--- src/rtl/copperv_lsu_if.sv ---
// Core request/response and split dr/dw data-bus signals of the copperv load/store unit.
// The slave modport is the LSU's view; the master modport is the core/memory environment's view.
interface copperv_lsu_if #(
    parameter int BUS_WIDTH = 32
);
    logic                   req_valid;
    logic                   req_ready;
    logic                   req_store;
    logic [2:0]             req_funct;
    logic [31:0]            req_addr;
    logic [31:0]            req_wdata;
    logic                   resp_valid;
    logic [31:0]            resp_data;
    logic                   resp_err;

    logic                   dr_addr_valid;
    logic                   dr_addr_ready;
    logic [31:0]            dr_addr;
    logic                   dr_data_valid;
    logic                   dr_data_ready;
    logic [BUS_WIDTH-1:0]   dr_data;

    logic                   dw_data_addr_valid;
    logic                   dw_data_addr_ready;
    logic [31:0]            dw_addr;
    logic [BUS_WIDTH-1:0]   dw_data;
    logic [BUS_WIDTH/8-1:0] dw_strobe;
    logic                   dw_resp_valid;
    logic                   dw_resp_ready;
    logic                   dw_resp;

    modport slave (
        input  req_valid, req_store, req_funct, req_addr, req_wdata,
        output req_ready, resp_valid, resp_data, resp_err,
        output dr_addr_valid, dr_addr, dr_data_ready,
        input  dr_addr_ready, dr_data_valid, dr_data,
        output dw_data_addr_valid, dw_addr, dw_data, dw_strobe, dw_resp_ready,
        input  dw_data_addr_ready, dw_resp_valid, dw_resp
    );

    modport master (
        output req_valid, req_store, req_funct, req_addr, req_wdata,
        input  req_ready, resp_valid, resp_data, resp_err,
        input  dr_addr_valid, dr_addr, dr_data_ready,
        output dr_addr_ready, dr_data_valid, dr_data,
        input  dw_data_addr_valid, dw_addr, dw_data, dw_strobe, dw_resp_ready,
        output dw_data_addr_ready, dw_resp_valid, dw_resp
    );
endinterface

--- src/rtl/copperv_lsu.sv ---
// copperv load/store unit: in-order queue of outstanding loads/stores over the split dr/dw buses.
// Define COPPERV_LSU_MISALIGN_TRAP_EN to turn misaligned half/word accesses into error responses.
module copperv_lsu #(
    parameter int BUS_WIDTH = 32,
    parameter int DEPTH     = 2
) (
    input logic          clk,
    input logic          rst,
    copperv_lsu_if.slave bus
);
    localparam int STRB_W    = BUS_WIDTH / 8;
    localparam int LANE_BITS = $clog2(STRB_W);
    localparam int PTR_W     = (DEPTH > 1) ? $clog2(DEPTH) : 1;
    localparam int CNT_W     = $clog2(DEPTH) + 1;

    typedef enum logic [1:0] {
        KIND_LOAD  = 2'd0,
        KIND_STORE = 2'd1,
        KIND_ERR   = 2'd2
    } kind_e;

    typedef struct packed {
        kind_e                kind;
        logic [2:0]           funct;
        logic [LANE_BITS-1:0] lane;
    } entry_t;

    entry_t               q_mem_q [DEPTH];
    entry_t               q_mem_d [DEPTH];
    logic [PTR_W-1:0]     wr_ptr_q, wr_ptr_d, rd_ptr_q, rd_ptr_d;
    logic [CNT_W-1:0]     count_q, count_d;

    logic                 dr_addr_valid_q, dr_addr_valid_d;
    logic [31:0]          dr_addr_q, dr_addr_d;
    logic                 dw_valid_q, dw_valid_d;
    logic [31:0]          dw_addr_q, dw_addr_d;
    logic [BUS_WIDTH-1:0] dw_data_q, dw_data_d;
    logic [STRB_W-1:0]    dw_strobe_q, dw_strobe_d;
    logic                 resp_valid_q, resp_valid_d;
    logic [31:0]          resp_data_q, resp_data_d;
    logic                 resp_err_q, resp_err_d;

    logic                 full, empty, req_ready, accept, pop;
    logic [31:0]          eff_addr, bus_addr;
    logic [LANE_BITS-1:0] lane;
    logic [STRB_W-1:0]    strb_base;
    kind_e                new_kind;
    entry_t               head;
    logic [31:0]          ld_word;

    function automatic logic [PTR_W-1:0] ptr_inc(input logic [PTR_W-1:0] p);
        return (p == PTR_W'(DEPTH - 1)) ? '0 : p + 1'b1;
    endfunction

    assign full  = (count_q == CNT_W'(DEPTH));
    assign empty = (count_q == '0);
    assign head  = q_mem_q[rd_ptr_q];

    // Gated by rst so nothing is accepted while reset is held.
    assign req_ready = rst && !full
                     && !(dr_addr_valid_q && !bus.dr_addr_ready)
                     && !(dw_valid_q && !bus.dw_data_addr_ready);
    assign accept = bus.req_valid && req_ready;

    always_comb begin
        eff_addr = bus.req_addr;
        if (bus.req_funct[1:0] == 2'b01) begin
            eff_addr[0] = 1'b0;
        end else if (bus.req_funct[1]) begin
            eff_addr[1:0] = 2'b00;
        end
        lane     = eff_addr[LANE_BITS-1:0];
        bus_addr = {eff_addr[31:LANE_BITS], {LANE_BITS{1'b0}}};
        case (bus.req_funct[1:0])
            2'b00:   strb_base = STRB_W'(4'b0001);
            2'b01:   strb_base = STRB_W'(4'b0011);
            default: strb_base = STRB_W'(4'b1111);
        endcase
        new_kind = bus.req_store ? KIND_STORE : KIND_LOAD;
`ifdef COPPERV_LSU_MISALIGN_TRAP_EN
        if ((bus.req_funct[1:0] == 2'b01 && bus.req_addr[0]) ||
            (bus.req_funct[1] && bus.req_addr[1:0] != 2'b00)) begin
            new_kind = KIND_ERR;
        end
`endif
    end

    // Bus request channels: hold until handshake, reload on a new accept.
    always_comb begin
        dr_addr_valid_d = dr_addr_valid_q;
        dr_addr_d       = dr_addr_q;
        dw_valid_d      = dw_valid_q;
        dw_addr_d       = dw_addr_q;
        dw_data_d       = dw_data_q;
        dw_strobe_d     = dw_strobe_q;
        if (dr_addr_valid_q && bus.dr_addr_ready) dr_addr_valid_d = 1'b0;
        if (dw_valid_q && bus.dw_data_addr_ready) dw_valid_d = 1'b0;
        if (accept && new_kind == KIND_LOAD) begin
            dr_addr_valid_d = 1'b1;
            dr_addr_d       = bus_addr;
        end
        if (accept && new_kind == KIND_STORE) begin
            dw_valid_d  = 1'b1;
            dw_addr_d   = bus_addr;
            dw_data_d   = {(BUS_WIDTH/32){bus.req_wdata}} << {lane, 3'b000};
            dw_strobe_d = strb_base << lane;
        end
    end

    assign bus.dr_data_ready = !empty && head.kind == KIND_LOAD;
    assign bus.dw_resp_ready = !empty && head.kind == KIND_STORE;

    always_comb begin
        ld_word      = 32'(bus.dr_data >> {head.lane, 3'b000});
        pop          = 1'b0;
        resp_data_d  = '0;
        resp_err_d   = 1'b0;
        if (!empty) begin
            case (head.kind)
                KIND_LOAD: if (bus.dr_data_valid) begin
                    pop = 1'b1;
                    case (head.funct[1:0])
                        2'b00:   resp_data_d = {{24{ld_word[7] & ~head.funct[2]}}, ld_word[7:0]};
                        2'b01:   resp_data_d = {{16{ld_word[15] & ~head.funct[2]}}, ld_word[15:0]};
                        default: resp_data_d = ld_word;
                    endcase
                end
                KIND_STORE: if (bus.dw_resp_valid) begin
                    pop        = 1'b1;
                    resp_err_d = !bus.dw_resp;
                end
                default: begin
                    pop        = 1'b1;
                    resp_err_d = 1'b1;
                end
            endcase
        end
        resp_valid_d = pop;
    end

    always_comb begin
        q_mem_d  = q_mem_q;
        wr_ptr_d = wr_ptr_q;
        rd_ptr_d = rd_ptr_q;
        count_d  = count_q;
        if (accept) begin
            q_mem_d[wr_ptr_q] = '{kind: new_kind, funct: bus.req_funct, lane: lane};
            wr_ptr_d          = ptr_inc(wr_ptr_q);
        end
        if (pop) rd_ptr_d = ptr_inc(rd_ptr_q);
        if (accept && !pop) begin
            count_d = count_q + 1'b1;
        end else if (pop && !accept) begin
            count_d = count_q - 1'b1;
        end
    end

    always_ff @(posedge clk or negedge rst) begin
        if (!rst) begin
            q_mem_q         <= '{default: '0};
            wr_ptr_q        <= '0;
            rd_ptr_q        <= '0;
            count_q         <= '0;
            dr_addr_valid_q <= 1'b0;
            dr_addr_q       <= '0;
            dw_valid_q      <= 1'b0;
            dw_addr_q       <= '0;
            dw_data_q       <= '0;
            dw_strobe_q     <= '0;
            resp_valid_q    <= 1'b0;
            resp_data_q     <= '0;
            resp_err_q      <= 1'b0;
        end else begin
            q_mem_q         <= q_mem_d;
            wr_ptr_q        <= wr_ptr_d;
            rd_ptr_q        <= rd_ptr_d;
            count_q         <= count_d;
            dr_addr_valid_q <= dr_addr_valid_d;
            dr_addr_q       <= dr_addr_d;
            dw_valid_q      <= dw_valid_d;
            dw_addr_q       <= dw_addr_d;
            dw_data_q       <= dw_data_d;
            dw_strobe_q     <= dw_strobe_d;
            resp_valid_q    <= resp_valid_d;
            resp_data_q     <= resp_data_d;
            resp_err_q      <= resp_err_d;
        end
    end

    assign bus.req_ready          = req_ready;
    assign bus.dr_addr_valid      = dr_addr_valid_q;
    assign bus.dr_addr            = dr_addr_q;
    assign bus.dw_data_addr_valid = dw_valid_q;
    assign bus.dw_addr            = dw_addr_q;
    assign bus.dw_data            = dw_data_q;
    assign bus.dw_strobe          = dw_strobe_q;
    assign bus.resp_valid         = resp_valid_q;
    assign bus.resp_data          = resp_data_q;
    assign bus.resp_err           = resp_err_q;
endmodule
--- src/flat_wrapper.sv ---
// flat-port wrapper written by rule: the top's interface ports become plain ports
module copperv_lsu_flat 
#(
    parameter int BUS_WIDTH = 32,
    parameter int DEPTH     = 2
)
  (clk, rst, bus_req_valid, bus_req_store, bus_req_funct, bus_req_addr, bus_req_wdata, bus_req_ready, bus_resp_valid, bus_resp_data, bus_resp_err, bus_dr_addr_valid, bus_dr_addr, bus_dr_data_ready, bus_dr_addr_ready, bus_dr_data_valid, bus_dr_data, bus_dw_data_addr_valid, bus_dw_addr, bus_dw_data, bus_dw_strobe, bus_dw_resp_ready, bus_dw_data_addr_ready, bus_dw_resp_valid, bus_dw_resp);
  copperv_lsu_if #(.BUS_WIDTH(BUS_WIDTH)) bus_i ();
  input logic clk;
  input logic rst;
  input wire logic [$bits(bus_i.req_valid)-1:0] bus_req_valid;
  input wire logic [$bits(bus_i.req_store)-1:0] bus_req_store;
  input wire logic [$bits(bus_i.req_funct)-1:0] bus_req_funct;
  input wire logic [$bits(bus_i.req_addr)-1:0] bus_req_addr;
  input wire logic [$bits(bus_i.req_wdata)-1:0] bus_req_wdata;
  output wire logic [$bits(bus_i.req_ready)-1:0] bus_req_ready;
  output wire logic [$bits(bus_i.resp_valid)-1:0] bus_resp_valid;
  output wire logic [$bits(bus_i.resp_data)-1:0] bus_resp_data;
  output wire logic [$bits(bus_i.resp_err)-1:0] bus_resp_err;
  output wire logic [$bits(bus_i.dr_addr_valid)-1:0] bus_dr_addr_valid;
  output wire logic [$bits(bus_i.dr_addr)-1:0] bus_dr_addr;
  output wire logic [$bits(bus_i.dr_data_ready)-1:0] bus_dr_data_ready;
  input wire logic [$bits(bus_i.dr_addr_ready)-1:0] bus_dr_addr_ready;
  input wire logic [$bits(bus_i.dr_data_valid)-1:0] bus_dr_data_valid;
  input wire logic [$bits(bus_i.dr_data)-1:0] bus_dr_data;
  output wire logic [$bits(bus_i.dw_data_addr_valid)-1:0] bus_dw_data_addr_valid;
  output wire logic [$bits(bus_i.dw_addr)-1:0] bus_dw_addr;
  output wire logic [$bits(bus_i.dw_data)-1:0] bus_dw_data;
  output wire logic [$bits(bus_i.dw_strobe)-1:0] bus_dw_strobe;
  output wire logic [$bits(bus_i.dw_resp_ready)-1:0] bus_dw_resp_ready;
  input wire logic [$bits(bus_i.dw_data_addr_ready)-1:0] bus_dw_data_addr_ready;
  input wire logic [$bits(bus_i.dw_resp_valid)-1:0] bus_dw_resp_valid;
  input wire logic [$bits(bus_i.dw_resp)-1:0] bus_dw_resp;
  assign bus_i.req_valid = bus_req_valid;
  assign bus_i.req_store = bus_req_store;
  assign bus_i.req_funct = bus_req_funct;
  assign bus_i.req_addr = bus_req_addr;
  assign bus_i.req_wdata = bus_req_wdata;
  assign bus_req_ready = bus_i.req_ready;
  assign bus_resp_valid = bus_i.resp_valid;
  assign bus_resp_data = bus_i.resp_data;
  assign bus_resp_err = bus_i.resp_err;
  assign bus_dr_addr_valid = bus_i.dr_addr_valid;
  assign bus_dr_addr = bus_i.dr_addr;
  assign bus_dr_data_ready = bus_i.dr_data_ready;
  assign bus_i.dr_addr_ready = bus_dr_addr_ready;
  assign bus_i.dr_data_valid = bus_dr_data_valid;
  assign bus_i.dr_data = bus_dr_data;
  assign bus_dw_data_addr_valid = bus_i.dw_data_addr_valid;
  assign bus_dw_addr = bus_i.dw_addr;
  assign bus_dw_data = bus_i.dw_data;
  assign bus_dw_strobe = bus_i.dw_strobe;
  assign bus_dw_resp_ready = bus_i.dw_resp_ready;
  assign bus_i.dw_data_addr_ready = bus_dw_data_addr_ready;
  assign bus_i.dw_resp_valid = bus_dw_resp_valid;
  assign bus_i.dw_resp = bus_dw_resp;
  copperv_lsu #(.BUS_WIDTH(BUS_WIDTH), .DEPTH(DEPTH)) u_core (.clk(clk), .rst(rst), .bus(bus_i));
endmodule
--- config.mk ---
export PLATFORM = sky130hd
export DESIGN_NAME = copperv_lsu_flat
export DESIGN_NICKNAME = d
export VERILOG_FILES = /design/src/rtl/copperv_lsu_if.sv /design/src/rtl/copperv_lsu.sv /design/src/flat_wrapper.sv
export SDC_FILE = /design/constraint.sdc
export NUM_CORES = 1
export LEC_CHECK = 0
export ABC_AREA = 1
export CAP_MARGIN = 30
export CORE_MARGIN = 4
export CORE_UTILIZATION = 41
export CTS_CLUSTER_DIAMETER = 30
export DETAILED_ROUTE_END_ITERATION = 6
export PLACE_DENSITY_LB_ADDON = 0.08
export SLEW_MARGIN = 20
export SYNTH_ARGS = -nofsm -noshare
export SYNTH_HDL_FRONTEND = slang
export SYNTH_SLANG_ARGS = --single-unit
--- constraint.sdc ---
create_clock -name clk -period 1.85 [get_ports clk]
set_clock_uncertainty 0.15 [all_clocks]
set_input_delay 0.37 -clock clk [delete_from_list [all_inputs] [get_ports clk]]
set_output_delay 0.37 -clock clk [all_outputs]
set_load 0.03 [all_outputs]
==> Word level (Yosys, flattened, before mapping) <==
Index checks and enable logic that the tools add are counted.
{ "totals": {"regBits": 150, "output_inout_bits": 139, "word_cells": 100} }
{ "op_classes": {"add_sub_neg": 4, "magnitude_cmp": 3, "eq_ne": 5, "shift": 3, "mux": 30, "n_bitwise": 5, "reduce_logical": 32} }
{ "ops": {"columns": ["operator", "count"], "rows": [
  ["32-bit two-way mux", 3],
  ["32-bit one-hot mux with 2 select lines", 1],
  ["32-bit by 5-bit << shifter with 32-bit output", 1],
  ["32-bit by 5-bit >> shifter with 32-bit output", 1],
  ["7-bit two-way mux", 4],
  ["1-bit logical AND", 15],
  ["14-bit bitwise mux", 1],
  ["1-bit two-way mux", 14],
  ["2-bit logical NOT", 5],
  ["1-bit logical NOT", 9],
  ["2-bit by 1-bit equality test with 1-bit output, second input constant", 4],
  ["4-bit one-hot mux with 2 select lines", 1],
  ["7-bit demux with 1-bit select", 1],
  ["2-bit two-way mux", 3],
  ["2-bit nonzero test", 3],
  ["2-bit greater-or-equal comparator, second input constant", 2],
  ["1-bit inverter with 2-bit output", 2],
  ["1-bit one-hot mux with 2 select lines", 2],
  ["4-bit by 2-bit << shifter with 4-bit output", 1],
  ["1-bit adder, second input constant", 2],
  ["2-bit by 1-bit adder with 2-bit output, second input constant", 1],
  ["1-bit AND", 2],
  ["2-bit equality test, second input constant", 1],
  ["2-bit by 1-bit < comparator with 1-bit output, second input constant", 1],
  ["2 further kinds", 2]
]} }

==> Longest topological paths before layout <==
Gate-level depths: netlist of run 1.
{ "depth": {"depth_word": 10, "ltp_mapped": 12, "ltp_nobuf": 11} }

==> Least setup slack after synthesis of run 1 <==
OpenSTA, ideal clock, no wires.
{ "synth_path": {"path_type": "register to register", "start": "register u_core.rd_ptr_q", "end": "register u_core.count_q[1]", "t_arrival_ns": 2.208, "required_ns": 1.569, "slack_ns": -0.638, "path_stages_with_launch": 12, "n_path_buf": 1, "synth_period_minus_slack_ns": 2.488, "path_cell_list": "dfrtp_1 -> buf_6 -> o21ai_1 -> inv_1 -> nor2_1 -> nand2_1 -> nand2_1 -> inv_1 -> ha_1 -> a21oi_1 -> o21ai_0 -> xor2_1"} }
{ "synth_between": {"elab_chain_len": 10} }
{ "synth_rtl": {"columns": ["element", "line_no", "source"], "rows": [
  ["start, declared", "copperv_lsu.sv:30", "logic [PTR_W-1:0] wr_ptr_q, wr_ptr_d, rd_ptr_q, rd_ptr_d;"],
  ["start signal, assigned", "copperv_lsu.sv:176", "rd_ptr_q <= rd_ptr_d;"],
  ["1-bit inverter with 2-bit output (not written as such) (*)", "copperv_lsu.sv:57", "assign head = q_mem_q[rd_ptr_q];"],
  ["7-bit two-way mux (not written as such) (*) (3 in a row)", "copperv_lsu.sv:57", null],
  ["2-bit by 1-bit equality test with 1-bit output / 2-bit logical NOT (equally long branches)", "copperv_lsu.sv:119", "case (head.kind)"],
  ["1-bit one-hot mux with 2 select lines (*)", "copperv_lsu.sv:119", null],
  ["1-bit two-way mux (*)", "copperv_lsu.sv:118", "if (!empty) begin"],
  ["net u_core.pop", "copperv_lsu.sv:43", "logic full, empty, req_ready, accept, pop;"],
  ["1-bit logical NOT", "copperv_lsu.sv:151", "if (accept && !pop) begin"],
  ["1-bit logical AND", "copperv_lsu.sv:151", null],
  ["2-bit two-way mux / 2-bit nonzero test (equally long branches)", null, null],
  ["end signal, assigned", "copperv_lsu.sv:177", "count_q <= count_d;"],
  ["end, declared", "copperv_lsu.sv:31", "logic [CNT_W-1:0] count_q, count_d;"]
]} }
The timed path passes the listed nets; every way through them passes the cells marked *. The select of a mux whose other input is x is not followed.
A chain may end at the register's enable or synchronous reset.

==> Final worst setup path of run 1 <==
{ "layout_path": {"start": "register u_core.rd_ptr_q", "end": "output port bus_dw_resp_ready"} }
{ "layout_between": {"elab_chain_len": 6} }
{ "layout_rtl": {"columns": ["element", "line_no", "source"], "rows": [
  ["1-bit inverter with 2-bit output (not written as such)", "copperv_lsu.sv:57", null],
  ["7-bit two-way mux (not written as such) (3 in a row)", "copperv_lsu.sv:57", null],
  ["2-bit by 1-bit equality test with 1-bit output", "copperv_lsu.sv:111", "assign bus.dw_resp_ready = !empty && head.kind == KIND_STORE;"],
  ["1-bit logical AND", "copperv_lsu.sv:111", null],
  ["end, declared", "flat_wrapper.sv:30", "output wire logic [$bits(bus_i.dw_resp_ready)-1:0] bus_dw_resp_ready;"]
]} }
Every way passes these cells. The select of a mux whose other input is x is not followed.

==> results of run 1 <==
[through the flow]
stage	TNS, ps	hold slack [ps]	instance area [sq um]	worst slack [ps]	util (%)
finish	-694	313	10900	-160	67.4
global route	-2130	313	10900	-227	67.4
CTS	-442	316	10400	-185	64.6
detailed placement	-21410	308	9850	-312	61.1
global placement	-17300	303	9850	-249	61.1
floorplan	-182	-75.6	6920	-182	-
[metal layers]
layer	track usage [%]	up-vias	part of all wire, %
met5	0	-	0
met4	6.82	0	1.7
met3	7.57	27	8.7
met2	32.2	247	46
met1	28.6	3028	43
li1	-	3284	-
[power groups by stage]
stage / combinational [uW] / clock, uW / sequential (uW)
after CTS: 10400 / 3630 / 5460
after global routing: 12500 / 3790 / 5670
final: 11600 / 3550 / 5490
after floorplan: 3870 / 0 / 8240
after global placement: 10900 / 0 / 5530
after detailed placement: 11000 / 0 / 5540
[final cells by class]
cell class	count	area [sq um]
Fill cell	1391	5260
Sequential cell	148	3700
Timing Repair Buffer	314	3060
Multi-Input combinational cell	627	3030
Clock buffer	18	439
Tap cell	216	270
Inverter	49	203
Clock inverter	14	161
[state kept, by name, summed over array words and instances (netlist names)]
| signal | flops |
|---|---|
| u_core.bus.dr_addr | 30 |
| u_core.bus.dr_addr_valid | 1 |
| u_core.bus.dw_addr | 30 |
| u_core.bus.dw_data | 32 |
| u_core.bus.dw_data_addr_valid | 1 |
| u_core.bus.dw_strobe | 4 |
| u_core.bus.resp_data | 32 |
| u_core.bus.resp_err | 1 |
| u_core.bus.resp_valid | 1 |
| u_core.count_q | 2 |
| u_core.q_mem_q | 12 |
| u_core.rd_ptr_q | 1 |
| u_core.wr_ptr_q | 1 |
[cells in the mapped netlist (all sizes together)]
| library cell | n |
|---|---|
| a211oi | 7 |
| inv | 49 |
| xor2 | 3 |
| nand2 | 428 |
| or2 | 1 |
| conb | 1 |
| nor2 | 38 |
| dfrtp | 148 |
| clkbuf | 19 |
| buf | 29 |
| nand3 | 67 |
| a21oi | 32 |
| xnor2 | 1 |
| ha | 1 |
| o21ai | 44 |
[cells by family after synthesis]
logic type	count (synthesis)	share of synthesized area [%]
AND/OR/NAND/NOR	534	32.4
flip-flops	148	54.1
buffers and inverters	97	6.27
AO/OA/AOI/OAI	83	6.44
XOR/XNOR	4	0.512
adder cells (fa/ha/maj)	1	0.183
other	1	0.0548
[critical path: stages (launching register included)]
cell	delay (ps)
dfrtp_2	450
buf_6	130
nand2_4	60
o21ai_4	60
inv_2	70
nor2_4	30
buf_4	120
buf_6	130
[what timing repair did]
action | in CTS | in global routing
pin swaps | 4 | 11
gates resized for setup | 148 | 60
cloned | 1 | 5
hold buffers | 1 | 0
endpoints found under the setup margin | 156 | 40
hold endpoints to repair | 8 | 0
setup buffers | 4 | 11
[how the worst max path moves through the flow]
| stage | from | to | slack, ps | cells after the start |
|---|---|---|---|---|
| 2_1_floorplan | u_core.rd_ptr_q$_DFFE_PN0P_ | u_core.count_q[1]$_DFFE_PN0P_ | -180 | 11 |
| 3_3_place_gp | bus_dw_data_addr_ready | u_core.count_q[1]$_DFFE_PN0P_ | -250 | 11 |
| 3_5_place_dp | bus_dw_data_addr_ready | u_core.count_q[1]$_DFFE_PN0P_ | -310 | 11 |
| 4_1_cts | u_core.rd_ptr_q$_DFFE_PN0P_ | bus_dw_resp_ready | -180 | 7 |
| 5_1_grt | u_core.rd_ptr_q$_DFFE_PN0P_ | bus_dw_resp_ready | -230 | 7 |
| 6_report | u_core.rd_ptr_q$_DFFE_PN0P_ | bus_dw_resp_ready | -160 | 7 |
==> out/metrics.cfg, run 1 <==
[layout]
instances_no_fill = 1386
fin_nets = 1266
final_common_cell = nand2_1
drive_above_1_share_pct = 17.2
syn_to_final_growth_pct = 58.8
diodes = 0
mostFrequentLayoutCells = nand2_1, dfrtp_1, dlygate4sd2_1

[clock_tree]
cts_buffer_depth = 2
insertion_delay_ps = 430
cts-root-buf = clkbuf_16
cts_num_sinks = 148
cts_buffers = 17
path_clk_slew_ps = 60
htreeDepth = 4
cts_tree = yes

[global_routing]
grt.overflow.total = 0
grt_start_max_net_pins = 149
grt_pass1_wl_um = 31200
antenna_found_initial = 0
grt_pass1_vias = 6068
grt_util_all_layers_pct = 21.3

[setup_path]
rrSetupSlack_ps = -60
startpoint_type = flop
critical_path_class = flop to primary output
r2r-start = u_core.rd_ptr_q$_DFFE_PN0P_
reg2reg_to = u_core.count_q[1]$_DFFE_PN0P_
worstPathArrival_ps = 1490
path_max_fanout = 4
crit_required_ps = 1330
end_kind = primary output
r2r_cells = 13

[routing]
drt-total-wl_um = 20700
first_pass_iters = 5
vias = 6586
viasPerCell = 4.75
ant_nets = 0
drc = 0
wl_per_cell_um = 14.9
drt_iter0_markers = 428

[yosys]
yosys_warnings = 0
yosysTopAreaCell = dfrtp_1
synth_area_leaders = dfrtp_1, nand2_1, nand3_1, o21ai_0, a21oi_1
synth_area_sq_um = 6840
synth_area_per_cell_sq_um = 7.88
synth_top_area_share_pct = 54.1
synth_seq_cells = 148
ys_seq_area_share_pct = 54.1
synth.distinct_cells = 27
synth_cells = 868

[sta]
layout_setup_ws_ps = -160
grt_setup_unrepaired = true
finalSetupViolations = 19
tightest_slew_ps = 784
post-route-min-period_ps = 2010
max_freq_mhz = 498
finalCritPeriodShare_pct = 109
finalHoldViolCount = 0
final_max_slew_viol_count = 0
relSlewSlack_pct = 47.7

[power_and_ir_drop]
switching_share_pct = 46.1
power_switching_uw = 9510
p_total_uw = 20600
vdd_drop_max_mv = 0.964
p_clk_share_pct = 17.2
powerDensity_nw_per_um2 = 1900
power_frac_comb_pct = 56.3
p_leak_uw = 0.00579
p_int_uw = 11100
power.share.sequential_pct = 26.6

[placed_design]
io_buffer_count = 242
place.gp.congestion = 0.893
dp_hpwl_um = 14000
dpl.cell_count = 1332

[floorplanning]
dieArea_sq_um = 18800
placement_rows = 46
die_h_um = 137
initial_core_util_pct = 42.4
core_sq_um = 16100
io_pins = 247
die_w_um = 137

[min_path]
hp-class = flop to flop
hold_start = u_core.bus.dr_addr[27]$_DFFE_PN0P_
holdPathEnd = u_core.bus.dr_addr[27]$_DFFE_PN0P_
whs_path_depth = 2

[run_status]
outcome = finished with violations
violations = setup timing

[flow_run]
maxCapViolations = 0

Power figures use the tool's default switching activity.
==> inputs of run 2 (changes only) <==
Settings changed: CTS_CLUSTER_SIZE set to 10.
==> results of run 2 <==
No change in the layout: final DEF, timing and power equal those of run 1.
